`config.mk`:
```
export PLATFORM = sky130hd
export DESIGN_NAME = rv_multicycle_controller
export DESIGN_NICKNAME = d
export VERILOG_FILES = /design/src/rtl/rv_multicycle_controller.sv
export SDC_FILE = /design/constraint.sdc
export NUM_CORES = 1
export LEC_CHECK = 0
export BUFFER_PORTS_ARGS = -buffer_cell sky130_fd_sc_hd__buf_2
export CAP_MARGIN = 5
export CORE_UTILIZATION = 30
export DETAILED_ROUTE_END_ITERATION = 6
export PLACE_DENSITY_LB_ADDON = 0.2
export SYNTH_ARGS = -nofsm -noshare
export SYNTH_HDL_FRONTEND = slang
export SYNTH_SLANG_ARGS = --single-unit
```
`constraint.sdc`:
```
create_clock -name clock -period 9.4 [get_ports clock]
set_input_delay 0.47 -clock clock [delete_from_list [all_inputs] [get_ports clock]]
set_output_delay 0.47 -clock clock [all_outputs]
set_load 0.03 [all_outputs]
```
`src/rtl/rv_multicycle_controller.sv`:
```
// rv_multicycle_controller
//   Multi-cycle control sequencer for a RISC-V register-file/ALU datapath.
//   One instruction is in flight at a time: FETCH -> DECODE -> EXEC [-> MEM].
//   Illegal or unsupported instructions park the core in HALT until reset.
//
// Ports
//   clock, reset              : single clock, synchronous active-high reset
//   InstrReq/InstrAddr        : fetch request and address (address = PC)
//   Instr/InstrReady          : instruction word, accepted when InstrReady=1
//   RS1/RS2/RD                : register selects taken from the instruction
//   IMM                       : sign-extended immediate, low NBITS bits
//   ALUControl/ALUSrc         : ALU function and SrcB select (1 = IMM)
//   MemtoReg/RegWrite         : writeback select and single-cycle write strobe
//   link/pclink               : write PC+4 to RD for JAL/JALR
//   Zero/Neg/Carry            : SUB flags used to resolve branches
//   PCReg                     : RS1 value, base of the JALR target
//   MemReq/MemWrite/MemReady  : data-memory handshake (MemWrite=1 for SW)
//   PC/Halted                 : program counter and halt indication
module rv_multicycle_controller #(
    parameter int NBITS      = 8,
    parameter int NREGS      = 32,
    parameter int WIDTH_ALUF = 4
) (
    input  logic                     clock,
    input  logic                     reset,
    output logic                     InstrReq,
    output logic [NBITS-1:0]         InstrAddr,
    input  logic [31:0]              Instr,
    input  logic                     InstrReady,
    output logic [$clog2(NREGS)-1:0] RS1,
    output logic [$clog2(NREGS)-1:0] RS2,
    output logic [$clog2(NREGS)-1:0] RD,
    output logic [NBITS-1:0]         IMM,
    output logic [WIDTH_ALUF-1:0]    ALUControl,
    output logic                     ALUSrc,
    output logic                     MemtoReg,
    output logic                     RegWrite,
    output logic                     link,
    output logic [NBITS-1:0]         pclink,
    input  logic                     Zero,
    input  logic                     Neg,
    input  logic                     Carry,
    input  logic [NBITS-1:0]         PCReg,
    output logic                     MemReq,
    output logic                     MemWrite,
    input  logic                     MemReady,
    output logic [NBITS-1:0]         PC,
    output logic                     Halted
);

    localparam int RW = $clog2(NREGS);

    localparam logic [WIDTH_ALUF-1:0] ALU_ADD  = WIDTH_ALUF'(0);
    localparam logic [WIDTH_ALUF-1:0] ALU_SUB  = WIDTH_ALUF'(1);
    localparam logic [WIDTH_ALUF-1:0] ALU_AND  = WIDTH_ALUF'(2);
    localparam logic [WIDTH_ALUF-1:0] ALU_OR   = WIDTH_ALUF'(3);
    localparam logic [WIDTH_ALUF-1:0] ALU_XOR  = WIDTH_ALUF'(4);
    localparam logic [WIDTH_ALUF-1:0] ALU_SLT  = WIDTH_ALUF'(5);
    localparam logic [WIDTH_ALUF-1:0] ALU_SLTU = WIDTH_ALUF'(6);
    localparam logic [WIDTH_ALUF-1:0] ALU_SLL  = WIDTH_ALUF'(7);
    localparam logic [WIDTH_ALUF-1:0] ALU_SRL  = WIDTH_ALUF'(8);
    localparam logic [WIDTH_ALUF-1:0] ALU_SRA  = WIDTH_ALUF'(9);

    localparam logic [NBITS-1:0] FOUR = NBITS'(4);

    typedef enum logic [2:0] {FETCH, DECODE, EXEC, MEM, HALT} state_t;
    typedef enum logic [2:0] {C_ALU, C_BR, C_JAL, C_JALR, C_LW, C_SW, C_ILL} cls_t;

    state_t                  state, state_next;
    logic [31:0]             ir;
    logic [NBITS-1:0]        pc, pc_next;

    cls_t                    cls;
    logic [WIDTH_ALUF-1:0]   dec_aluf;
    logic                    dec_alusrc;
    logic [NBITS-1:0]        dec_imm;
    logic                    taken;
    logic                    fields_on;

    logic [6:0]              opcode;
    logic [2:0]              funct3;
    logic [6:0]              funct7;
    logic [NBITS-1:0]        imm_i, imm_s, imm_b, imm_j;

    assign opcode = ir[6:0];
    assign funct3 = ir[14:12];
    assign funct7 = ir[31:25];

    // Immediates are sign-extended (or truncated) straight to NBITS.
    assign imm_i = NBITS'(signed'(ir[31:20]));
    assign imm_s = NBITS'(signed'({ir[31:25], ir[11:7]}));
    assign imm_b = NBITS'(signed'({ir[31], ir[7], ir[30:25], ir[11:8], 1'b0}));
    assign imm_j = NBITS'(signed'({ir[31], ir[19:12], ir[20], ir[30:21], 1'b0}));

    assign InstrAddr = pc;
    assign PC        = pc;

    // Instruction classification from the latched IR.
    always_comb begin
        cls        = C_ILL;
        dec_aluf   = ALU_ADD;
        dec_alusrc = 1'b0;
        dec_imm    = '0;
        case (opcode)
            7'b0110011: begin
                cls = C_ALU;
                case ({funct7, funct3})
                    10'h000: dec_aluf = ALU_ADD;
                    10'h100: dec_aluf = ALU_SUB;
                    10'h007: dec_aluf = ALU_AND;
                    10'h006: dec_aluf = ALU_OR;
                    10'h004: dec_aluf = ALU_XOR;
                    10'h002: dec_aluf = ALU_SLT;
                    10'h003: dec_aluf = ALU_SLTU;
                    10'h001: dec_aluf = ALU_SLL;
                    10'h005: dec_aluf = ALU_SRL;
                    10'h105: dec_aluf = ALU_SRA;
                    default: cls = C_ILL;
                endcase
            end
            7'b0010011: begin
                cls        = C_ALU;
                dec_alusrc = 1'b1;
                dec_imm    = imm_i;
                case (funct3)
                    3'b000:  dec_aluf = ALU_ADD;
                    3'b111:  dec_aluf = ALU_AND;
                    3'b110:  dec_aluf = ALU_OR;
                    3'b100:  dec_aluf = ALU_XOR;
                    3'b010:  dec_aluf = ALU_SLT;
                    default: cls = C_ILL;
                endcase
            end
            7'b0000011: begin
                dec_alusrc = 1'b1;
                dec_imm    = imm_i;
                if (funct3 == 3'b010) cls = C_LW;
            end
            7'b0100011: begin
                dec_alusrc = 1'b1;
                dec_imm    = imm_s;
                if (funct3 == 3'b010) cls = C_SW;
            end
            7'b1100011: begin
                dec_aluf = ALU_SUB;
                dec_imm  = imm_b;
                if (funct3 != 3'b010 && funct3 != 3'b011) cls = C_BR;
            end
            7'b1101111: begin
                dec_imm = imm_j;
                cls     = C_JAL;
            end
            7'b1100111: begin
                dec_alusrc = 1'b1;
                dec_imm    = imm_i;
                if (funct3 == 3'b000) cls = C_JALR;
            end
            default: cls = C_ILL;
        endcase
    end

    // Branch condition from the SUB flags.
    always_comb begin
        case (funct3)
            3'b000:  taken = Zero;
            3'b001:  taken = !Zero;
            3'b100:  taken = Neg;
            3'b101:  taken = !Neg;
            3'b110:  taken = Carry;
            3'b111:  taken = !Carry;
            default: taken = 1'b0;
        endcase
    end

    always_ff @(posedge clock) begin
        if (reset) begin
            state <= FETCH;
            pc    <= '0;
            ir    <= '0;
        end else begin
            state <= state_next;
            pc    <= pc_next;
            if (state == FETCH && InstrReady) ir <= Instr;
        end
    end

    // Decoded fields are only presented while an instruction is being worked on.
    assign fields_on = !reset && (state == DECODE || state == EXEC || state == MEM);

    always_comb begin
        state_next = state;
        pc_next    = pc;
        InstrReq   = 1'b0;
        RS1        = '0;
        RS2        = '0;
        RD         = '0;
        IMM        = '0;
        ALUControl = '0;
        ALUSrc     = 1'b0;
        MemtoReg   = 1'b0;
        RegWrite   = 1'b0;
        link       = 1'b0;
        pclink     = '0;
        MemReq     = 1'b0;
        MemWrite   = 1'b0;
        Halted     = 1'b0;

        if (fields_on) begin
            RS1        = ir[15 +: RW];
            RS2        = ir[20 +: RW];
            RD         = ir[7 +: RW];
            IMM        = dec_imm;
            ALUControl = dec_aluf;
            ALUSrc     = dec_alusrc;
        end

        // Reset masks every output combinationally so a pending handshake
        // is dropped in the same cycle reset is seen.
        if (!reset) begin
            case (state)
                FETCH: begin
                    InstrReq = 1'b1;
                    if (InstrReady) state_next = DECODE;
                end
                DECODE: begin
                    state_next = (cls == C_ILL) ? HALT : EXEC;
                end
                EXEC: begin
                    state_next = FETCH;
                    case (cls)
                        C_ALU: begin
                            RegWrite = 1'b1;
                            pc_next  = pc + FOUR;
                        end
                        C_BR: begin
                            pc_next = taken ? pc + dec_imm : pc + FOUR;
                        end
                        C_JAL: begin
                            link     = 1'b1;
                            pclink   = pc + FOUR;
                            RegWrite = 1'b1;
                            pc_next  = pc + dec_imm;
                        end
                        C_JALR: begin
                            link     = 1'b1;
                            pclink   = pc + FOUR;
                            RegWrite = 1'b1;
                            pc_next  = {(PCReg + dec_imm) >> 1, 1'b0};
                        end
                        C_LW, C_SW: state_next = MEM;
                        default:    state_next = HALT;
                    endcase
                end
                MEM: begin
                    MemReq   = 1'b1;
                    MemWrite = (cls == C_SW);
                    if (MemReady) begin
                        MemtoReg   = (cls == C_LW);
                        RegWrite   = (cls == C_LW);
                        pc_next    = pc + FOUR;
                        state_next = FETCH;
                    end
                end
                HALT: begin
                    Halted = 1'b1;
                end
                default: state_next = HALT;
            endcase
        end
    end

endmodule
```
Yosys cells after proc, flatten, opt, wreduce, memory -nomap -nowiden
Cells that the tools add are included.
{"block": "word_totals", "elab_cells": 116, "input_bits": 47, "regBits": 43, "out_inout_bits": 59}
{"block": "op_classes", "n_reduce_logical": 24, "addsub": 3, "muxes": 48, "n_eq_ne": 37, "bitwise_logic": 1}
{"operator": "8-bit case mux with 4 select lines", "n": 2}
{"operator": "8-bit two-way mux", "n": 6}
{"operator": "10-bit by 3-bit == test with 1-bit output (second input constant)", "n": 4}
{"operator": "4-bit case mux with 9 select lines", "n": 1}
{"operator": "3-bit == test (second input constant)", "n": 8}
{"operator": "7-bit == test (second input constant)", "n": 3}
{"operator": "3-bit two-way mux", "n": 7}
{"operator": "3-bit case mux with 7 select lines", "n": 1}
{"operator": "10-bit by 2-bit == test with 1-bit output (second input constant)", "n": 2}
{"operator": "10-bit by 9-bit == test with 1-bit output (second input constant)", "n": 2}
{"operator": "1-bit two-way mux", "n": 18}
{"operator": "8-bit adder", "n": 2}
{"operator": "8-bit case mux with 2 select lines", "n": 1}
{"operator": "3-bit by 2-bit == test with 1-bit output (second input constant)", "n": 5}
{"operator": "5-bit two-way mux", "n": 3}
{"operator": "3-bit case mux with 5 select lines", "n": 1}
{"operator": "7-bit by 6-bit == test with 1-bit output (second input constant)", "n": 2}
{"operator": "3-bit case mux with 4 select lines", "n": 1}
{"operator": "4-bit case mux with 3 select lines", "n": 1}
{"operator": "10-bit by 1-bit == test with 1-bit output (second input constant)", "n": 1}
{"operator": "10-bit zero test", "n": 1}
{"operator": "10-bit OR reduction", "n": 1}
{"operator": "3-bit by 1-bit == test with 1-bit output (second input constant)", "n": 3}
{"operator": "3-bit zero test", "n": 3}
{"operator": "other kinds (21)", "n": 34}

Longest topological paths before layout
Gate-level depths: netlist of the first run.
{"block": "depth", "word_depth": 9, "depth_mapped": 14, "ltp_nobuf": 13}

Worst setup path before layout of the first run
Ideal clock, no wire load.
{"block": "synth_path", "path_kind": "in2out", "from": "input reset", "to": "output ALUControl[1]", "required_time_ps": 8930, "cell_stages": 6, "arrival_ps": 2948, "setup_slack_ps": 5982, "path_buffers": 3, "path_cell_list": "buf_1 > or2_2 > clkbuf_1 > or2_2 > clkbuf_1 > a2111oi_0"}
{"block": "synth_via", "elab_chain_cells": 3}
{"element": "from (decl)", "line_no": "25", "source": "input logic reset,"}
{"element": "1-bit zero test"}
{"element": "1-bit logical AND", "line_no": "188", "source": "assign fields_on = !reset && (state == DECODE || state == EXEC || state == MEM);"}
{"element": "4-bit two-way mux", "line_no": "208", "source": "if (fields_on) begin"}
{"element": "to (decl)", "line_no": "34", "source": "output logic [WIDTH_ALUF-1:0] ALUControl,"}
Every way passes these cells.

Worst setup path after layout of the first run
{"block": "layout_path", "from": "register ir[14]", "to": "output pclink[3]"}
{"block": "layout_via", "elab_chain_cells": 9, "elab_cells_between_ends": 33, "cone_classes": "17 x eq/ne; 10 x mux; 6 x reduce/logical"}
{"element": "from (decl)", "line_no": "70", "source": "logic [31:0] ir;"}
{"element": "from (signal assigned)", "line_no": "183", "source": "if (state == FETCH && InstrReady) ir <= Instr;"}
{"element": "10-bit by 9-bit == test with 1-bit output (tied with other cells)", "line_no": "107", "source": "case ({funct7, funct3})"}
{"element": "10-bit OR reduction (no line) (tied with other cells)"}
{"element": "3-bit two-way mux, on equally long branches", "line_no": "107, 125, 147"}
{"element": "3-bit case mux with 7 select lines (*)", "line_no": "104", "source": "case (opcode)"}
{"element": "3-bit by 2-bit == test with 1-bit output", "line_no": "230", "source": "case (cls)"}
{"element": "2-bit OR reduction (no line) (*)"}
{"element": "8-bit two-way mux (*)"}
{"element": "8-bit two-way mux (*)", "line_no": "220", "source": "case (state)"}
{"element": "8-bit two-way mux (*)", "line_no": "219", "source": "if (!reset) begin"}
{"element": "to (decl)", "line_no": "39", "source": "output logic [NBITS-1:0] pclink,"}
Mark *: on every way between the ends. The rest lies on a longest branch, timed or not.

==> impl_results.md, run 1 <==
* Outcome: complete, no violations
* Cells after Synth at 450
* Fin. max-slew vios at 0
* Drt wl/cell at 16.3 microns
* Worst-Skew Late Latency at 0.31 ns
* CTS tree: done
* Worst r2r dst: InstrAddr[7]$_SDFFE_PP0P_
* Global-route wire length before repair at 17900 microns
* Synth unique cells at 66
* Worst reg2reg path depth at 10
* Drt first pass iters at 4
* Remaining DRCs at 0
* Setup TNS at 0 ns
* ANT cells at 0
* Worst VDD drop at 0.0619 mV
* Number of cell rows at 38
* Top cells by area, synth: dfxtp_1, nand2_1, a21oi_1
* Synth top area share at 26.0%
* Crit path time final at 3.96 ns
* Crit. End Element: output pin
* DRT antenna net count at 0
* Placed cell areas at 3860 sq um
* Pwr per Cell Area at 109 nW/um^2
* Slew at the pin closest to its max-slew limit at 1.07 ns
* Root buf cell: clkbuf_8
* Number of global-route vias before repair at 3504
* Most common library cells after synthesis: nand2_1, a21oi_1, dfxtp_1
* I/O pin count at 106
* Post-synthesis xor/xnor area fraction at 3.70%
* YS warnings at 0
* Initial antenna violation count at 0
* PortBufs at 105
* Slew headroom at 28.4%
* Met3 wire len at 625 microns
* Top routing layer used: met4
* Die Y at 107 microns
* Endpoints failing setup at 0
* EDFF count, synth at 0
* Synthesized Nets at 513
* Worst-path clk slew at 0.10 ns
* Post-CTS Setup Inserts at 0
* MaxCap Viol Count at 0
* Synth async-reset ratio at 0%
* GR Overflow Total at 0
* Worst hold start: Instr[11]
* Dpl ws at 5.77 ns
* CP Data Required Time at 8.93 ns
* CP max FO at 14
* Final Hold Vio Count at 0
* CP Launch Type: register
* Worst Hold Depth at 3
* WHS Endpoint: ir[11]$_SDFFE_PP0P_
* Post-synth top area cell: dfxtp_1
* Total wire length at 10900 microns
* Gpl congestion at 0.892
* Post-Synth Adder-Cell Area at 6.49%
* Hold Crit Class: input port to register
* Routed met2 length at 5270 microns
* Max frequency at 253 MHz
* Initial core utilization at 30.7%
* CTS Sinks at 43
* Post-synthesis sequential area ratio at 26.0%
* Count leader, synth: nand2_1
* Post-route setup slack at 5.44 ns
* Fraction of the mapped netlist area in simple logic gates at 31.8%
* Leak pwr at 1.82 nW
* Yosys reg bits at 43
* Main combinational cell family by area after synthesis: simple AND/OR/NAND/NOR gates
* RSZ-0062 raised after global routing: false
* Primary FF master, synth: dfxtp_1
* Layout fillers at 1161
* Total design power at 0.435 mW
* Syn_area_per_cell at 7.37 sq um
* DR iter-0 viols at 259
* CTS buffer count at 5
* Area growth from synthesis to layout at 20.1%
* Htree depth at 2
* Post-Syn Area at 3310 sq um
* FF-to-FF setup slack at 5.83 ns
* Routed vias at 3528
* Cell area after layout at 3980 sq um
* Total Nets Final at 591
* R2R Path Start: ir[3]$_SDFFE_PP0P_
* CTS Hold Bufs at 0
* Detailed Place HPWL at 8330 microns
* Mux cell area share after synthesis at 1.21%
* Layout Skew at 0.0108 ns
* Share of layout cells above drive strength 1 at 23.4%
* Vias per Instance at 5.27
* Core area at 10800 sq um
* DIE AREA at 11500 sq um
* Largest net degree at the start of global routing at 44
* Clock Tree Buf Depth at 2
* Period utilization at 42.1%
* DRT met1 WL at 4980 microns
* Data arrival time of the worst path at 3.49 ns
* Chip width at 107 microns
* Crit path kind: register to output pin
* Total track usage at 19.9%
* Post-CTS sizing at 0
* Post-synthesis compound-gate area fraction at 24.6%
through the flow:
stage          hold WS (ns)  utilization (%)  cells
6_report              0.388             36.9    669
2_1_floorplan         0.432                -    450
5_1_grt               0.385             36.9    669
3_3_place_gp          0.439             35.8    661
3_5_place_dp          0.445             35.8    661
4_1_cts               0.384             36.9    669
metal layers:
layer,GRT usage (%),up-vias
li1,-,1752
met1,25.8,1661
met2,34.4,113
met3,4.19,2
met4,2.84,0
met5,0,-
sequential cells by signal, indices dropped and copies added, names as in the netlist:
signal / count
state: 3
InstrAddr: 8
ir: 32
cells by family after synthesis:
logic type | after synthesis
buffers and inverters | 46
multiplexers | 4
AND/OR/NAND/NOR | 207
AO/OA/AOI/OAI | 120
adder cells (fa/ha/maj) | 16
flip-flops | 43
XOR/XNOR | 14
worst max-delay path by stage:
stage | from | endpoint | slack, ns | cells after the start
floorplan | reset | ALUControl[1] | 5.98 | 6
global placement | ir[14]$_SDFFE_PP0P_ | pclink[3] | 5.80 | 9
detailed placement | ir[14]$_SDFFE_PP0P_ | pclink[3] | 5.77 | 9
CTS | ir[14]$_SDFFE_PP0P_ | pclink[3] | 5.42 | 9
global route | ir[14]$_SDFFE_PP0P_ | pclink[5] | 5.24 | 9
finish | ir[14]$_SDFFE_PP0P_ | pclink[3] | 5.44 | 9
critical path: stages, from the launching register on:
cell	delay [ns]
dfxtp_1	0.65
nand2b_1	0.23
a311oi_1	0.15
a311o_1	0.42
or3_1	0.53
or3_1	0.44
a21o_1	0.23
inv_1	0.18
and2_1	0.17
buf_2	0.19
power breakdown:
part / switching (mW) / internal [mW]
clock: 0.0752 / 0.0876
sequential: 0.0153 / 0.192
combinational: 0.0384 / 0.0264
total: 0.129 / 0.306
cell type report:
class / instances / area, sq um / share of cell area, %
Clock buffer: 6 / 82.6 / 2.07
Inverter: 11 / 41.3 / 1.04
Multi-Input combinational cell: 361 / 2250 / 56.5
Timing Repair Buffer: 106 / 533 / 13.4
Sequential cell: 43 / 861 / 21.6
Tap cell: 140 / 175 / 4.40
Clock inverter: 2 / 38.8 / 0.974
cells in the final DEF, fill, tap and decap left out, types with 8 or more instances in the layout:
cell type / netlist / final
a21o_1: 8 / 8
a21oi_1: 52 / 52
and2_1: 27 / 27
and3_1: 8 / 8
buf_2: 3 / 105
dfxtp_1: 43 / 43
ha_1: 14 / 14
inv_1: 11 / 11
nand2_1: 82 / 82
nand3_1: 10 / 10
nor2_1: 30 / 29
nor3_1: 10 / 10
o21ai_0: 8 / 8
xnor2_1: 11 / 11
Note: power is estimated with default switching activity, not from simulation.
==> inputs of run 2 (changes only) <==
==> constraint.sdc (replaced) <==
create_clock -name clock -period 3.9 [get_ports clock]
set_input_delay 0.195 -clock clock [delete_from_list [all_inputs] [get_ports clock]]
set_output_delay 0.195 -clock clock [all_outputs]
set_load 0.03 [all_outputs]
==> run 2 against run 1 <==
Effect of this change:
- clock skew rose by 0.012 ns
- critical path type unchanged
- count of clock-buffer cells in the layout unchanged
- critical path depth stayed put
==> impl_results.md, run 2 (synthesis gave the netlist of run 1 again) <==
* Outcome: complete, no violations
* Chip width at 107 microns
* Core area at 10800 sq um
* CP Data Required Time at 3.70 ns
* Number of global-route vias before repair at 3454
* Final Hold Vio Count at 0
* Layout Skew at 0.0226 ns
* Most frequent cells in the layout: buf_2, nand2_1, a21oi_1, dfxtp_1, nor2_1
* Worst r2r dst: InstrAddr[7]$_SDFFE_PP0P_
* GR Overflow Total at 0
* Routed vias at 3495
* CTS buffer count at 5
* Global-route wire length before repair at 17400 microns
* Worst-Skew Late Latency at 0.31 ns
* Endpoints failing setup at 0
* Post-CTS sizing at 0
* Cell area after layout at 4030 sq um
* Slew at the pin closest to its max-slew limit at 1.22 ns
* DR iter-0 viols at 263
* CP Launch Type: register
* PortBufs at 105
* Period utilization at 93.1%
* MaxCap Viol Count at 0
* Root buf cell: clkbuf_8
* Hold Crit Class: input port to register
* Crit path time final at 3.63 ns
* Number of cell rows at 38
* Post-route setup slack at 0.267 ns
* Leak pwr at 1.86 nW
* Drt wl/cell at 16.0 microns
* Crit. End Element: output pin
* Crit path kind: register to output pin
* Remaining DRCs at 0
* Vias per Instance at 5.17
* Max FFs per register at 32
* Worst hold start: Instr[19]
* RSZ-0062 raised after global routing: false
* Area growth from synthesis to layout at 21.7%
* Drt first pass iters at 4
* Most common cell after layout, fill and taps aside: buf_2
* CTS Hold Bufs at 0
* DRT antenna net count at 0
* ANT cells at 0
* Fin. max-slew vios at 0
* CTS tree: done
* Worst-path clk slew at 0.10 ns
* WHS Endpoint: ir[19]$_SDFFE_PP0P_
* Initial core utilization at 30.7%
* Total design power at 1.05 mW
* Die Y at 107 microns
* Worst reg2reg path depth at 11
* Reg with most FFs: ir
* Total wire length at 10800 microns
* Setup TNS at 0 ns
* Layout fillers at 1165
* I/O pin count at 106
* Pwr per Cell Area at 259 nW/um^2
* Placed cell areas at 3910 sq um
* Max frequency at 275 MHz
* Htree depth at 2
* R2R Path Start: ir[3]$_SDFFE_PP0P_
* Detailed Place HPWL at 8340 microns
* FF-to-FF setup slack at 0.40 ns
* Clock Tree Buf Depth at 2
* DIE AREA at 11500 sq um
* CP max FO at 14
* Share of layout cells above drive strength 1 at 24.4%
* Data arrival time of the worst path at 3.44 ns
* Total Nets Final at 598
* Worst Hold Depth at 3
* Total track usage at 19.4%
* Largest net degree at the start of global routing at 44
* Worst VDD drop at 0.180 mV
* Initial antenna violation count at 0
* Dpl ws at 0.327 ns
* Gpl congestion at 0.839
* Slew headroom at 18.3%
* CTS Sinks at 43
* Post-CTS Setup Inserts at 0
==> run 2: power breakdown <==
part	internal, mW	leakage [nW]	switching, mW
Combinational	0.0662	1.44	0.0952
Clock	0.211	0.0618	0.178
Sequential	0.463	0.352	0.0329
==> run 2: layer usage <==
metal / vias up / GRT usage, % / wire [microns]
met5: - / 0 / 0
met4: 0 / 4.31 / 132
met3: 10 / 4.68 / 668
met2: 105 / 33.0 / 5070
met1: 1617 / 24.6 / 4920
li1: 1763 / - / -
==> run 2: worst max-delay path by stage <==
stage	cells after the start	start	to	slack (ns)
after global placement	10	ir[3]$_SDFFE_PP0P_	InstrAddr[5]$_SDFFE_PP0P_	0.46
after detailed placement	11	ir[3]$_SDFFE_PP0P_	InstrAddr[5]$_SDFFE_PP0P_	0.33
final	9	ir[14]$_SDFFE_PP0P_	pclink[3]	0.27
after CTS	9	ir[5]$_SDFFE_PP0P_	pclink[3]	0.25
after floorplan	10	ir[3]$_SDFFE_PP0P_	InstrAddr[7]$_SDFFE_PP0P_	0.88
after global routing	11	ir[5]$_SDFFE_PP0P_	InstrAddr[7]$_SDFFE_PP0P_	0.02
==> run 2: per-stage QoR <==
| step | hold WS (ns) | util [%] | std cells |
|---|---|---|---|
| floorplan | 0.331 | - | 450 |
| global placement | 0.436 | 36.3 | 668 |
| detailed placement | 0.443 | 36.3 | 668 |
| CTS | 0.118 | 37.4 | 676 |
| global route | 0.116 | 37.4 | 676 |
| finish | 0.118 | 37.4 | 676 |
==> run 2: area by class of cell <==
type / instances / area (sq um) / area share (%)
clock inverter: 2 / 38.8 / 0.962
clock buffer: 6 / 82.6 / 2.05
sequential: 43 / 861 / 21.3
timing repair buffer: 113 / 586 / 14.5
tap: 140 / 175 / 4.34
inverter: 11 / 41.3 / 1.02
multi-input combinational: 361 / 2250 / 55.8
==> run 2: critical path, stage by stage (launching register included) <==
cell and delay, ns:
dfxtp_1 0.63, nand2b_1 0.22, a311oi_1 0.16, a311o_1 0.41
or3_1 0.53, or3_1 0.43, a21o_1 0.23, inv_1 0.18
and2_1 0.15, buf_2 0.19
